## src/rtl/lab_pkg.sv

```systemverilog
// Shared constants for the lab board input path: board clock and the
// switch debounce interval, plus the debounce length in clock cycles
// derived from them.
package lab_pkg;

  localparam int CLK_HZ      = 50_000_000;
  localparam int DEBOUNCE_MS = 20;

  // 20 ms at 50 MHz -> 1_000_000 cycles.
  localparam int DEBOUNCE_CYCLES_DEFAULT = (CLK_HZ / 1000) * DEBOUNCE_MS;

endpackage

```

## src/rtl/debounce_bit.sv

```systemverilog
// Single-bit conditioner: two-flop synchroniser, mismatch counter and
// registered rise/fall pulses. A change on the synchronised input is only
// accepted after it has differed from the clean level for DEBOUNCE_CYCLES
// consecutive clocks; any return to the clean level restarts the count.
module debounce_bit
  import lab_pkg::*;
#(
  parameter int DEBOUNCE_CYCLES = DEBOUNCE_CYCLES_DEFAULT
) (
  input  logic clock,
  input  logic reset,
  input  logic raw,
  output logic clean,
  output logic rise,
  output logic fall,
  output logic pending
);

  localparam int CNT_W = $clog2(DEBOUNCE_CYCLES + 1);

  // Last count value before acceptance; the counter never goes past it.
  localparam logic [CNT_W-1:0] CNT_LAST = CNT_W'(DEBOUNCE_CYCLES - 1);
  localparam logic [CNT_W-1:0] CNT_ONE  = CNT_W'(1);
  localparam logic [CNT_W-1:0] CNT_ZERO = {CNT_W{1'b0}};

  logic             s1_q;
  logic             s2_q;
  logic [CNT_W-1:0] cnt_q;
  logic [CNT_W-1:0] cnt_d;
  logic             clean_q;
  logic             clean_d;
  logic             rise_q;
  logic             rise_d;
  logic             fall_q;
  logic             fall_d;

  // Next-state logic: count consecutive mismatches, accept on the last one.
  always_comb begin
    cnt_d   = cnt_q;
    clean_d = clean_q;
    rise_d  = 1'b0;
    fall_d  = 1'b0;
    if (s2_q == clean_q) begin
      cnt_d = CNT_ZERO;
    end else if (cnt_q == CNT_LAST) begin
      cnt_d   = CNT_ZERO;
      clean_d = s2_q;
      rise_d  = s2_q;
      fall_d  = ~s2_q;
    end else begin
      cnt_d = cnt_q + CNT_ONE;
    end
  end

  // State registers: synchroniser, counter, clean level and edge pulses.
  always_ff @(posedge clock or posedge reset) begin
    if (reset) begin
      s1_q    <= 1'b0;
      s2_q    <= 1'b0;
      cnt_q   <= CNT_ZERO;
      clean_q <= 1'b0;
      rise_q  <= 1'b0;
      fall_q  <= 1'b0;
    end else begin
      s1_q    <= raw;
      s2_q    <= s1_q;
      cnt_q   <= cnt_d;
      clean_q <= clean_d;
      rise_q  <= rise_d;
      fall_q  <= fall_d;
    end
  end

  assign clean   = clean_q;
  assign rise    = rise_q;
  assign fall    = fall_q;
  // A synchronised level that differs from the clean one is an unaccepted change.
  assign pending = s2_q ^ clean_q;

endmodule

```

## src/rtl/sw_debounce_sync.sv

```systemverilog
// Board switch conditioner feeding the lab mux: one independent
// synchronise-and-debounce lane per switch bit, clean levels, one-cycle
// rise/fall pulses, and a settled flag that is high when no lane has a
// change waiting to be accepted.
module sw_debounce_sync
  import lab_pkg::*;
#(
  parameter int WIDTH           = 10,
  parameter int DEBOUNCE_CYCLES = DEBOUNCE_CYCLES_DEFAULT
) (
  input  logic             clock,
  input  logic             reset,
  input  logic [WIDTH-1:0] sw_raw,
  output logic [WIDTH-1:0] sw_clean,
  output logic [WIDTH-1:0] sw_rise,
  output logic [WIDTH-1:0] sw_fall,
  output logic             settled
);

  logic [WIDTH-1:0] pending_s;

  for (genvar g = 0; g < WIDTH; g++) begin : g_lane
    debounce_bit #(
      .DEBOUNCE_CYCLES(DEBOUNCE_CYCLES)
    ) u_bit (
      .clock  (clock),
      .reset  (reset),
      .raw    (sw_raw[g]),
      .clean  (sw_clean[g]),
      .rise   (sw_rise[g]),
      .fall   (sw_fall[g]),
      .pending(pending_s[g])
    );
  end

  // Settled only when every lane agrees with its synchronised input.
  assign settled = ~(|pending_s);

endmodule
```

## config.mk

```make
export PLATFORM = sky130hd
export DESIGN_NAME = sw_debounce_sync
export DESIGN_NICKNAME = d
export VERILOG_FILES = /design/src/rtl/lab_pkg.sv /design/src/rtl/debounce_bit.sv /design/src/rtl/sw_debounce_sync.sv
export SDC_FILE = /design/constraint.sdc
export NUM_CORES = 1
export LEC_CHECK = 0
export BUFFER_PORTS_ARGS = -buffer_cell sky130_fd_sc_hd__buf_2
export CAP_MARGIN = 10
export CELL_PAD_IN_SITES_DETAIL_PLACEMENT = 2
export CELL_PAD_IN_SITES_GLOBAL_PLACEMENT = 2
export CORE_MARGIN = 3
export CORE_UTILIZATION = 44
export CTS_CLUSTER_SIZE = 20
export DETAILED_ROUTE_END_ITERATION = 8
export GPL_TIMING_DRIVEN = 0
export PLACE_DENSITY = 0.84
export SYNTH_ARGS = -nofsm -noshare
export SYNTH_HDL_FRONTEND = slang
export SYNTH_SLANG_ARGS = --single-unit
```

## constraint.sdc

```tcl
create_clock -name clock -period 22.9 [get_ports clock]
set_input_delay 1.145 -clock clock [delete_from_list [all_inputs] [get_ports clock]]
set_output_delay 1.145 -clock clock [all_outputs]
set_load 0.01 [all_outputs]
```

After elaboration in Yosys (flattened, before gate mapping)

Cells that the tools add are included.

Input bits: 12
Output and inout port bits: 31
Register bits: 250
Logic and storage cells: 192

Reductions and logical operators: 11
Multiplexer cells: 60
Add/subtract/negate cells: 10
Equality and inequality tests: 20
Bitwise operators: 31

Operators with widths:

| operator                                                        | number |
|---|---|
| 20-bit two-way mux                                              | 20 |
| 20-bit by 1-bit adder with 20-bit output, second input constant | 10 |
| 20-bit == test, second input constant                           | 10 |
| 1-bit two-way mux                                               | 40 |
| 1-bit inverter                                                  | 21 |
| 2-bit AND reduction                                             | 10 |
| 1-bit == test                                                   | 10 |
| 10-bit OR reduction                                             | 1 |
| 1-bit bitwise XOR                                               | 10 |

Logic depth before layout (Yosys ltp)

Gate-level depths: netlist of run 1.

Depth in word-level cells: 3
Mapped depth: 7
Gate-level depth less buffers: 5

Modules after synthesis

A second synthesis of run 1 with hierarchy kept.

Cell total of the unflattened synthesis: 1,083
Area, all modules: 11,751.3 sq um

By module, submodules not included:

| module           | seq. area each (sq um) | area an instance (sq um) | instances | cells an instance |
|---|---|---|---|---|
| debounce_bit     | 625.6                  | 1,172.4                  | 10        | 108 |
| sw_debounce_sync | 0.0                    | 27.5                     | 1         | 3 |

Worst setup path before layout of run 1

Ideal clock, no wire load.

Path type: register to output
From: reg g_lane[4].u_bit.clean_q
To: out settled
Required time: 21.755 ns
Stages on the path, launching flop included: 4
Data arrival time: 1.056 ns
Slack: 20.699 ns
Path buffers: 0
Cell sequence: dfrtp_1 -> xor2_1 -> nor4_1 -> and3_1

Cells in the longest elaborated chain, start to end: 3

Ends and longest elaborated chain:

| what                   | line                   | text |
|---|---|---|
| from (decl)            | debounce_bit.sv:30     | `logic clean_q;` |
| from (signal assigned) | debounce_bit.sv:68     | `clean_q <= clean_d;` |
| 1-bit bitwise XOR      | debounce_bit.sv:78     | `assign pending = s2_q ^ clean_q;` |
| 10-bit OR reduction    | sw_debounce_sync.sv:37 | `assign settled = ~(\|pending_s);` |
| 1-bit inverter         | sw_debounce_sync.sv:37 |  |
| to (decl)              | sw_debounce_sync.sv:17 | `output logic settled` |

Every way passes these cells.

Final worst setup path of run 1

Ends and elaborated chain as after synthesis.

==> summary.txt, run 1 <==
Yosys
  – Sequential-to-total area share from yosys stat: a little over half
  – Post-Synthesis Net Count: 1197
  – Distinct cells, synth: 47
  – Most used DFF post-synth: dfrtp_1
  – Syn_area_per_cell: roughly 10 µm²
  – Synth top area share: ~52%
  – EDFF count, synth: 0
  – Cell Area, Synth: around 12000 µm²
  – Cells after Synth: 1175
  – Syn. warnings: 0
  – Area contributors post-synth: dfrtp_1 (52%), xnor2_1 (5.2%), nor2_1 (4.5%)
  – Top cell type by total area after synthesis: dfrtp_1
  – #FFs+latches synth: 250
  – Synth async-reset ratio: 100%

Critical path
  – Critical Path RT: between 20 and 25 ns
  – Startpoint Class: flop
  – Critical Path End Type: primary output
  – Worst path cell trace: xor2_1, nor4_1, and3_1, buf_2
  – Slowest stage delay, CP: approximately 0.53 ns
  – Critical R2R Capture: g_lane[3].u_bit.cnt_q[5]
  – Worst-path maximum fanout: 5
  – R2R Setup Slk: 20.32 ns
  – CP delay by family, top: simple AND/OR/NAND/NOR gates
  – Critical Path Stages: 4
  – Arr. time, crit path: 2.18 ns
  – R2r worst-path depth: 6
  – Worst R2R Start: g_lane[3].u_bit.cnt_q[2]
  – WS Path Type: reg2out
  – Setup crit end: settled
  – CP startpoint: g_lane[4].u_bit.clean
  – Buf/Inv on CP: 1
  – Slowest CP cell: nor4_1

Place
  – Input/output buffers: 42
  – Gpl congestion: between 0.7 and 0.8
  – Post-DP HPWL: around 21000 µm

Layout
  – Share of cells above drive strength 1: 14.6%
  – N_diodes: 0
  – Area Overhead vs Synth: 13.8%
  – Final net count: 1273

Timing
  – Slew Viols, Final: 0
  – RSZ-0062 raised after global routing: false
  – Tcrit/Tclk final: between 10 and 15%
  – Rel. slew slack: between 30% and 40%
  – Minimum clock period after layout: roughly 3.3 ns
  – Worst-margin pin slew: 0.939 ns
  – Setup TNS Final: 0 ns
  – Fmax: ~300 MHz
  – Final hold violation count: 0
  – Setup violators final: 0
  – Clk_skew: 0.00966 ns

Clock tree
  – Post-CTS sizing: 0
  – Hold buffer count at CTS: 0
  – Clock slew at reported path FFs: approximately 0.06 ns
  – Clock buffer depth: 3
  – Total CTS buffers: 30
  – Clk Latency, worst-skew pair: about 0.55 ns
  – CTS tree: built
  – Root Driver: clkbuf_16
  – Clk sink count: between 200 and 300
  – Setup bufs post-CTS: 0
  – H-tree depth: 1

Floorplan
  – Starting Density: a little under half
  – Die Span Y: around 170 µm
  – Die ar.: 29200 µm²
  – # IOs: 43
  – Die width: 171 µm
  – Core area: 26400 µm²
  – Core Rows: 59

Global routing
  – Largest net degree at the start of global routing: between 100 and 150
  – Remaining Overflow, GRT: 0
  – First-pass GRT wire length: around 55000 µm
  – Tot GR Track Use: between 20% and 30%
  – Initial antenna violation count: 0
  – Vias in the first global route: 10417

Route
  – Antenna Violating Nets Remaining: 0
  – Routed WL per cell: 20.3 µm
  – Detailed Route WL: 32600 µm
  – First-pass DRT Iterations: 4
  – Via/cell ratio: 5.74
  – DRC viols: 0
  – DRT iter0 DRCs: between 300 and 400
  – Via Count: about 9000

Job
  – Max cap viols: 0

Power
  – Power per cell area: approximately 70 nW/µm²
  – Peak VDD IR: just under 0.05 mV
  – Leak Pwr: ~5.7 nW
  – Total power: ~950 µW

Worst hold path
  – Worst Hold Class: reg2reg

Run status
  – Status: finished clean
-- cells in the mapped netlist (5+ instances only) --
cell	instances
a21oi_1	60
and2_1	5
and3_1	33
and4_1	7
buf_2	11
buf_4	34
clkbuf_1	10
dfrtp_1	250
ha_1	10
inv_1	34
mux2_2	9
nand2_1	58
nand3_1	73
nand3_2	7
nand4_1	38
nor2_1	144
nor3_1	28
nor3b_1	21
nor4_1	29
nor4bb_1	5
o21ai_0	41
o31ai_1	17
or3_1	42
or4_1	35
xnor2_1	71
xor2_1	57
-- cells in the final DEF, fill, tap and decap left out, drive strengths merged, types with 3 or more instances in the layout --
cell / n
xnor2: 71
ha: 10
nor3b: 21
nor3: 28
or2: 4
dfrtp: 250
nand4: 40
and2: 5
clkbuf: 56
nor4bb: 5
or4b: 7
or4: 39
buf: 90
clkinv: 8
mux2: 10
nand3: 80
o31ai: 21
or3: 42
and3: 33
and4: 7
inv: 34
nor4: 29
a21oi: 62
nand4b: 3
nor4b: 3
xor2: 57
nor2: 144
a31o: 4
o21ai: 43
nand2: 58
-- routing by layer --
metal | GRT usage [%] | part of all wire (%)
met5 | 0 | 0
met3 | 3.12 | 2.4
met4 | 4.79 | 1.8
met1 | 28.9 | 43
met2 | 41.6 | 52
-- report_power, final --
part	switching (mW)	total [mW]	internal, mW
sequential	0.00783	0.456	0.448
clock	0.188	0.462	0.274
combinational	0.0207	0.0292	0.00845
-- worst min-delay path by stage --
stage / start / to / slack (ns) / depth (start not counted)
after global routing: g_lane[8].u_bit.s1_q / g_lane[8].u_bit.s2_q / 0.36 / 0
final: g_lane[5].u_bit.s1_q / g_lane[5].u_bit.s2_q / 0.35 / 0
after detailed placement: g_lane[8].u_bit.s1_q / g_lane[8].u_bit.s2_q / 0.34 / 0
after CTS: g_lane[5].u_bit.s1_q / g_lane[5].u_bit.s2_q / 0.35 / 0
after floorplan: g_lane[0].u_bit.s1_q / g_lane[0].u_bit.s2_q / 0.33 / 0
after global placement: g_lane[3].u_bit.s1_q / g_lane[3].u_bit.s2_q / 0.33 / 0
-- registers in the layout, indices dropped and copies added (netlist names) --
signal,flops
g_lane.u_bit.cnt_q,200
g_lane.u_bit.clean,10
g_lane.u_bit.fall,10
g_lane.u_bit.rise,10
g_lane.u_bit.s1_q,10
g_lane.u_bit.s2_q,10
-- metrics by stage --
step,hold WS (ns),setup WS [ns],util [%],instance area [µm²],instances
6_report,0.353,19.57,51.6,13600,1607
5_1_grt,0.363,19.42,51.6,13600,1607
4_1_cts,0.355,19.41,51.6,13600,1607
3_5_place_dp,0.338,20.01,47.9,12700,1554
2_1_floorplan,0.331,14.88,-,12000,1175
3_3_place_gp,0.332,11.87,47.7,12600,1552
-- cells by family (layout without fill, tap and decap cells) --
family | count (synthesis) | after routing | synth area share, %
AOI/OAI and AO/OA | 134 | 134 | 6.93
xor gates and xnor gates | 128 | 128 | 9.36
adders and majority gates | 10 | 10 | 1.04
buffers and inverters | 91 | 188 | 4.11
DFF | 250 | 250 | 52.2
muxes | 10 | 10 | 0.972
and+or+nand+nor | 552 | 552 | 25.4
-- final cells by class --
type	count	area [µm²]
Fill cell	2726	12800
Sequential cell	250	6260
Multi-Input combinational cell	834	5230
Clock buffer	45	918
Tap cell	335	419
Buffer	57	364
Timing Repair Buffer	44	265
Inverter	34	135
Clock inverter	8	40.0
Note: power is estimated with default switching activity, not from simulation.
==> inputs of run 2 (changes only) <==
--- a/config.mk
+++ b/config.mk
@@ -10,11 +10,11 @@
 export CELL_PAD_IN_SITES_DETAIL_PLACEMENT = 2
 export CELL_PAD_IN_SITES_GLOBAL_PLACEMENT = 2
 export CORE_MARGIN = 3
-export CORE_UTILIZATION = 44
+export CORE_UTILIZATION = 37
 export CTS_CLUSTER_SIZE = 20
 export DETAILED_ROUTE_END_ITERATION = 8
 export GPL_TIMING_DRIVEN = 0
-export PLACE_DENSITY = 0.84
+export PLACE_DENSITY = 0.75
 export SYNTH_ARGS = -nofsm -noshare
 export SYNTH_HDL_FRONTEND = slang
 export SYNTH_SLANG_ARGS = --single-unit
==> constraint.sdc (replaced) <==
create_clock -name clock -period 2.8 [get_ports clock]
set_input_delay 0.14 -clock clock [delete_from_list [all_inputs] [get_ports clock]]
set_output_delay 0.14 -clock clock [all_outputs]
set_load 0.01 [all_outputs]
==> summary.txt, run 2 (synthesized netlist as in run 1, its figures left out) <==
Run status
  – Status: finished clean

Route
  – Via Count: 9175 (-0.57%)
  – Antenna Violating Nets Remaining: 0 (unchanged)
  – Via/cell ratio: 5.41 (-5.7%)
  – DRT iter0 DRCs: 261 (-34%)
  – Detailed Route WL: 29700 µm (-9.0%)
  – Routed WL per cell: 17.5 µm (-14%)
  – DRC viols: 0 (unchanged)
  – First-pass DRT Iterations: 4 (unchanged)

Floorplan
  – Die width: 186 µm (+8.7%)
  – Core area: 31700 µm² (+20%)
  – # IOs: 43 (unchanged)
  – Die ar.: 34600 µm² (+18%)
  – Die Span Y: 186 µm (+8.7%)
  – Starting Density: 37.8% (-7.6 points)
  – Core Rows: 65 (+10%)

Place
  – Gpl congestion: 0.739 (-1.2%)
  – Post-DP HPWL: 19800 µm (-6.4%)
  – Placement Cell Area: 12800 µm² (+1.3%)
  – Input/output buffers: 42 (unchanged)

Global routing
  – Vias in the first global route: 10156 (-2.5%)
  – First-pass GRT wire length: 51600 µm (-6.1%)
  – Tot GR Track Use: 17.8% (-5.0 points)
  – Remaining Overflow, GRT: 0 (unchanged)
  – Initial antenna violation count: 0 (unchanged)
  – Largest net degree at the start of global routing: 41 (-66%)

Power
  – Pint: 6.42 mW (+780%)
  – Leak Pwr: 5.83 nW (+2.8%)
  – Peak VDD IR: 0.473 mV (+880%)
  – Power per cell area: 588 nW/µm² (+750%)
  – Switch share: 22.4% (-0.49 points)
  – Comb pwr share: 3.2% (about the same)
  – Sequential fraction of design power: 45.0% (-3.1 points)
  – Clock power share: 51.8% (+3.0 points)
  – Sw power: 1.85 mW (+750%)

Layout
  – Share of cells above drive strength 1: 15.3% (+0.69 points)
  – Most common cell after layout, fill and taps aside: dfrtp_1
  – Final net count: 1290 (+1.3%)
  – Largest register FFs: 200 (unchanged)
  – Final instance area: 14100 µm² (+3.2%)
  – Reg with most FFs: g_lane.u_bit.cnt_q
  – Most frequent cells in the layout: dfrtp_1 (250), nor2_1 (144), nand3_1 (73)
  – Fill cell count: 3359 (+23%)
  – N_diodes: 0 (unchanged)
  – Area Overhead vs Synth: 17.4%

Timing
  – Worst-margin pin slew: 0.956 ns (+0.0172 ns)
  – Clk_skew: 0.0104 ns (+0.000742 ns)
  – Final hold violation count: 0 (unchanged)
  – Tcrit/Tclk final: between 90% and 100%
  – Setup TNS Final: 0 ns (unchanged)
  – RSZ-0062 raised after global routing: false
  – Setup violators final: 0 (unchanged)
  – Minimum clock period after layout: 2.60 ns
  – Fmax: approximately 380 MHz
  – Slew Viols, Final: 0 (unchanged)
  – Rel. slew slack: 35.8% (-1.2 points)
  – Hold WS: 0.177 ns (-0.176 ns)

Critical path
  – Worst-path maximum fanout: 5 (unchanged)
  – Startpoint Class: flop
  – WS Path Type: reg2out
  – Critical Path RT: 2.66 ns (-19.10 ns)
  – Arr. time, crit path: 2.46 ns (+0.28 ns)
  – Critical Path End Type: primary output

Clock tree
  – Total CTS buffers: 31 (+3.3%)
  – Clk sink count: 250 (unchanged)
  – Root Driver: clkbuf_16
  – Clock slew at reported path FFs: 0.06 ns (about the same)
  – CTS tree: built
  – H-tree depth: 1 (unchanged)
  – Clk Latency, worst-skew pair: 0.57 ns (+0.02 ns)
  – Setup bufs post-CTS: 0 (unchanged)
  – Clock buffer depth: 3 (unchanged)

Job
  – Max cap viols: 0 (unchanged)

Worst hold path
  – Worst Hold Class: in2async
==> run 2: cell count changes in the layout (fill, tap and decap cells not counted), sizes merged <==
cell         change
bufinv           +4
inv              +1
buf              +5
clkbuf           -1
dlygate4sd3     +11
clkinvlp         +1
==> run 2: what timing repair did <==
action	4_1_cts	5_1_grt
endpoints found under the hold margin	32	0
resized for setup	0	0
hold buffers	11	0
==> run 2: worst paths after layout <==
| path | from | to | slack, ns | depth (start not counted) |
|---|---|---|---|---|
| setup / recovery | g_lane[4].u_bit.clean | settled | 0.20 | 4 |
| hold / removal | reset | g_lane[1].u_bit.cnt_q[17] | 0.18 | 3 |
| setup reg to reg | g_lane[6].u_bit.cnt_q[0] | g_lane[6].u_bit.cnt_q[6] | 0.36 | 6 |
| hold reg to reg | g_lane[4].u_bit.s1_q | g_lane[4].u_bit.s2_q | 0.35 | 0 |
| max in group asynchronous | reset | g_lane[4].u_bit.cnt_q[18] | 1.46 | 6 |
| min in group clock | sw_raw[1] | g_lane[1].u_bit.s1_q | 0.21 | 2 |
==> run 2: metal layers <==
layer	share of wire, %	up-vias	track usage [%]
met4	1.5	0	3.16
met5	0	-	0
li1	-	4348	-
met2	52	60	32.4
met1	44	4739	23.1
met3	2.0	28	2.31
==> run 2: area by class of cell <==
type / count / area [µm²] / share of cell area (%)
Buffer: 57 / 364 / 2.59
Clock buffer: 44 / 925 / 6.58
Clock inverter: 14 / 189 / 1.34
Inverter: 34 / 131 / 0.935
Multi-Input combinational cell: 834 / 5230 / 37.2
Sequential cell: 250 / 6260 / 44.5
Tap cell: 402 / 503 / 3.58
Timing Repair Buffer: 60 / 460 / 3.28
==> run 2: worst max-delay path, stage by stage, from the launching register on <==
cell     delay [ns]
dfrtp_1        0.42
xor2_1         0.26
nor4_1         0.81
and3_1         0.26
buf_2          0.13
==> run 2: power groups by stage <==
stage	logic (mW)	registers (mW)	clock network, mW
floorplan	0.157	3.77	0
global placement	0.226	3.79	0
detailed placement	0.260	3.79	0
CTS	0.274	3.72	4.42
global route	0.303	3.73	4.59
finish	0.261	3.72	4.29
==> run 2: per-stage QoR <==
stage	power [mW]	utilization (%)	worst slack (ns)	cells
6_report	8.27	44.3	0.199	1695
5_1_grt	8.62	44.3	0.0627	1695
4_1_cts	8.42	44.3	0.0514	1695
3_5_place_dp	4.05	40.5	0.329	1626
3_3_place_gp	4.01	40.0	-2.43	1619
2_1_floorplan	3.93	-	-0.628	1175
==> inputs of run 3 (changes only) <==
--- a/config.mk
+++ b/config.mk
@@ -15,6 +15,7 @@
 export DETAILED_ROUTE_END_ITERATION = 8
 export GPL_TIMING_DRIVEN = 0
 export PLACE_DENSITY = 0.75
+export REMOVE_ABC_BUFFERS = 1
 export SYNTH_ARGS = -nofsm -noshare
 export SYNTH_HDL_FRONTEND = slang
 export SYNTH_SLANG_ARGS = --single-unit
==> summary.txt, run 3 (synthesized netlist as in run 1, its figures left out) <==
Run status
  – Status: finished clean

Timing
  – Fmax: 409 MHz (+6.4%)
  – Hold WS: 0.178 ns (+0.00132 ns)
  – Minimum clock period after layout: 2.44 ns (-0.157 ns)
  – Slew Viols, Final: 0 (unchanged)
  – Worst setup margin: 0.356 ns (+0.157 ns)
  – RSZ-0062 raised after global routing: false
  – Setup violators final: 0 (unchanged)
  – Worst-margin pin slew: 1.05 ns (+0.0928 ns)
  – Tcrit/Tclk final: 87.3% (-5.6 points)
  – Rel. slew slack: 29.8% (-6.0 points)
  – Final hold violation count: 0 (unchanged)
  – Clk_skew: 0.0233 ns (+0.0129 ns)

Global routing
  – First-pass GRT wire length: 48700 µm (-5.6%)
  – Initial antenna violation count: 0 (unchanged)
  – Largest net degree at the start of global routing: 98 (+140%)
  – Remaining Overflow, GRT: 0 (unchanged)
  – Vias in the first global route: 9599 (-5.5%)
  – Tot GR Track Use: 16.7% (-1.1 points)

Route
  – Via/cell ratio: 5.44 (+0.55%)
  – First-pass DRT Iterations: 4 (unchanged)
  – Via Count: 8915 (-2.8%)
  – DRT iter0 DRCs: 326 (+25%)
  – DRC viols: 0 (unchanged)
  – Routed WL per cell: 17.1 µm (-2.0%)
  – Detailed Route WL: 28100 µm (-5.3%)
  – Antenna Violating Nets Remaining: 0 (unchanged)

Clock tree
  – CTS tree: built
  – Root Driver: clkbuf_16
  – Clk sink count: 250 (unchanged)
  – H-tree depth: 1 (unchanged)
  – Clock buffer depth: 3 (unchanged)
  – Clk Latency, worst-skew pair: 0.56 ns (about the same)
  – Total CTS buffers: 31 (unchanged)
  – Clock slew at reported path FFs: 0.06 ns (about the same)

Floorplan
  – Die ar.: 34600 µm² (unchanged)
  – Starting Density: 37.8% (unchanged)
  – Core Rows: 65 (unchanged)
  – Die Span Y: 186 µm (unchanged)
  – Die width: 186 µm (unchanged)
  – Core area: 31700 µm² (unchanged)
  – # IOs: 43 (unchanged)

Power
  – Leak Pwr: 5.54 nW (-4.9%)
  – Peak VDD IR: 0.508 mV (+7.4%)
  – Power per cell area: 582 nW/µm² (-1.0%)

Layout
  – Reg with most FFs: g_lane.u_bit.cnt_q
  – N_diodes: 0 (unchanged)
  – Largest register FFs: 200 (unchanged)
  – Fin cells: 1638 (-3.4%)
  – Most frequent cells in the layout: dfrtp_1 (250), nor2_1 (144), nand3_1 (73)
  – Final core occ: 42.8% (-1.5 points)
  – Final net count: 1233 (-4.4%)
  – Share of cells above drive strength 1: 12.0% (-3.3 points)
  – Area Overhead vs Synth: 13.4%
  – Most common cell after layout, fill and taps aside: dfrtp_1

Critical path
  – Slowest CP cell: nor4_1
  – Critical Path End Type: primary output
  – Startpoint Class: flop
  – Buf/Inv on CP: 1 (unchanged)
  – Critical Path Stages: 4 (unchanged)
  – Worst-path maximum fanout: 5 (unchanged)
  – CP startpoint: g_lane[4].u_bit.clean
  – CP delay by family, top: simple AND/OR/NAND/NOR gates
  – Slowest stage delay, CP: 0.67 ns (-0.14 ns)
  – WS Path Type: reg2out
  – Critical Path RT: 2.66 ns (about the same)
  – Worst path cell trace: xor2_1, nor4_1, and3_1, buf_2
  – R2r worst-path depth: 4 (-2)
  – Arr. time, crit path: 2.30 ns (-0.16 ns)
  – Worst R2R Start: g_lane[7].u_bit.cnt_q[0]
  – Critical R2R Capture: g_lane[7].u_bit.cnt_q[9]
  – R2R Setup Slk: 0.41 ns (+0.05 ns)

Place
  – Dpl ws: 0.361 ns (+0.0318 ns)
  – Gpl congestion: 0.748 (+1.3%)
  – Dpl cells: 1569 (-3.5%)
  – Input/output buffers: 42 (unchanged)
  – Post-DP HPWL: 18700 µm (-5.6%)

Job
  – Max cap viols: 0 (unchanged)

Worst hold path
  – Worst Hold Class: in2async
-- run 3: report_power, final --
part           switching (mW)  total [mW]  internal (mW)
Clock                    1.54        3.95           2.41
Combinational           0.162       0.239         0.0764
Sequential             0.0598        3.72           3.66
Total                    1.76        7.91           6.15
-- run 3: per-stage QoR --
step	power (mW)	cell area (µm²)	TNS [ns]
floorplan	3.92	11600	-1052.91
global placement	4.00	12300	-1866.82
detailed placement	4.03	12400	0
CTS	8.07	13600	0
global route	8.26	13600	0
finish	7.91	13600	0
-- run 3: final cells by class --
cell class / instances / area (µm²)
Clock buffer: 48 / 950
Clock inverter: 10 / 81.3
Fill cell: 3350 / 18100
Inverter: 34 / 135
Multi-Input combinational cell: 834 / 5230
Sequential cell: 250 / 6260
Tap cell: 402 / 503
Timing Repair Buffer: 60 / 428
-- run 3: repair_timing --
item                                    CTS  global route
setup buffers                             0             0
hold endpoints to repair                 77             0
endpoints found under the setup margin    0             0
hold buffers                             11             0
resized for setup                         0             0
-- run 3: worst max-delay path by stage --
stage	endpoint	slack (ns)
6_report	settled	0.36
5_1_grt	g_lane[7].u_bit.cnt_q[10]	0.12
4_1_cts	settled	0.22
3_5_place_dp	g_lane[4].u_bit.cnt_q[12]	0.36
3_3_place_gp	g_lane[8].u_bit.cnt_q[18]	-7.49
2_1_floorplan	g_lane[0].u_bit.clean	-4.21
-- run 3: metal layers --
layer / global-route usage, % / routed length [µm]
met5: 0 / 0
met4: 3.43 / 568
met3: 2.35 / 622
met2: 29.5 / 14100
met1: 22.2 / 12800
-- run 3: tightest hold or removal path, stage by stage --
cell and delay [ns]:
dlygate4sd3_1 0.54, buf_2 0.16, inv_8 0.35
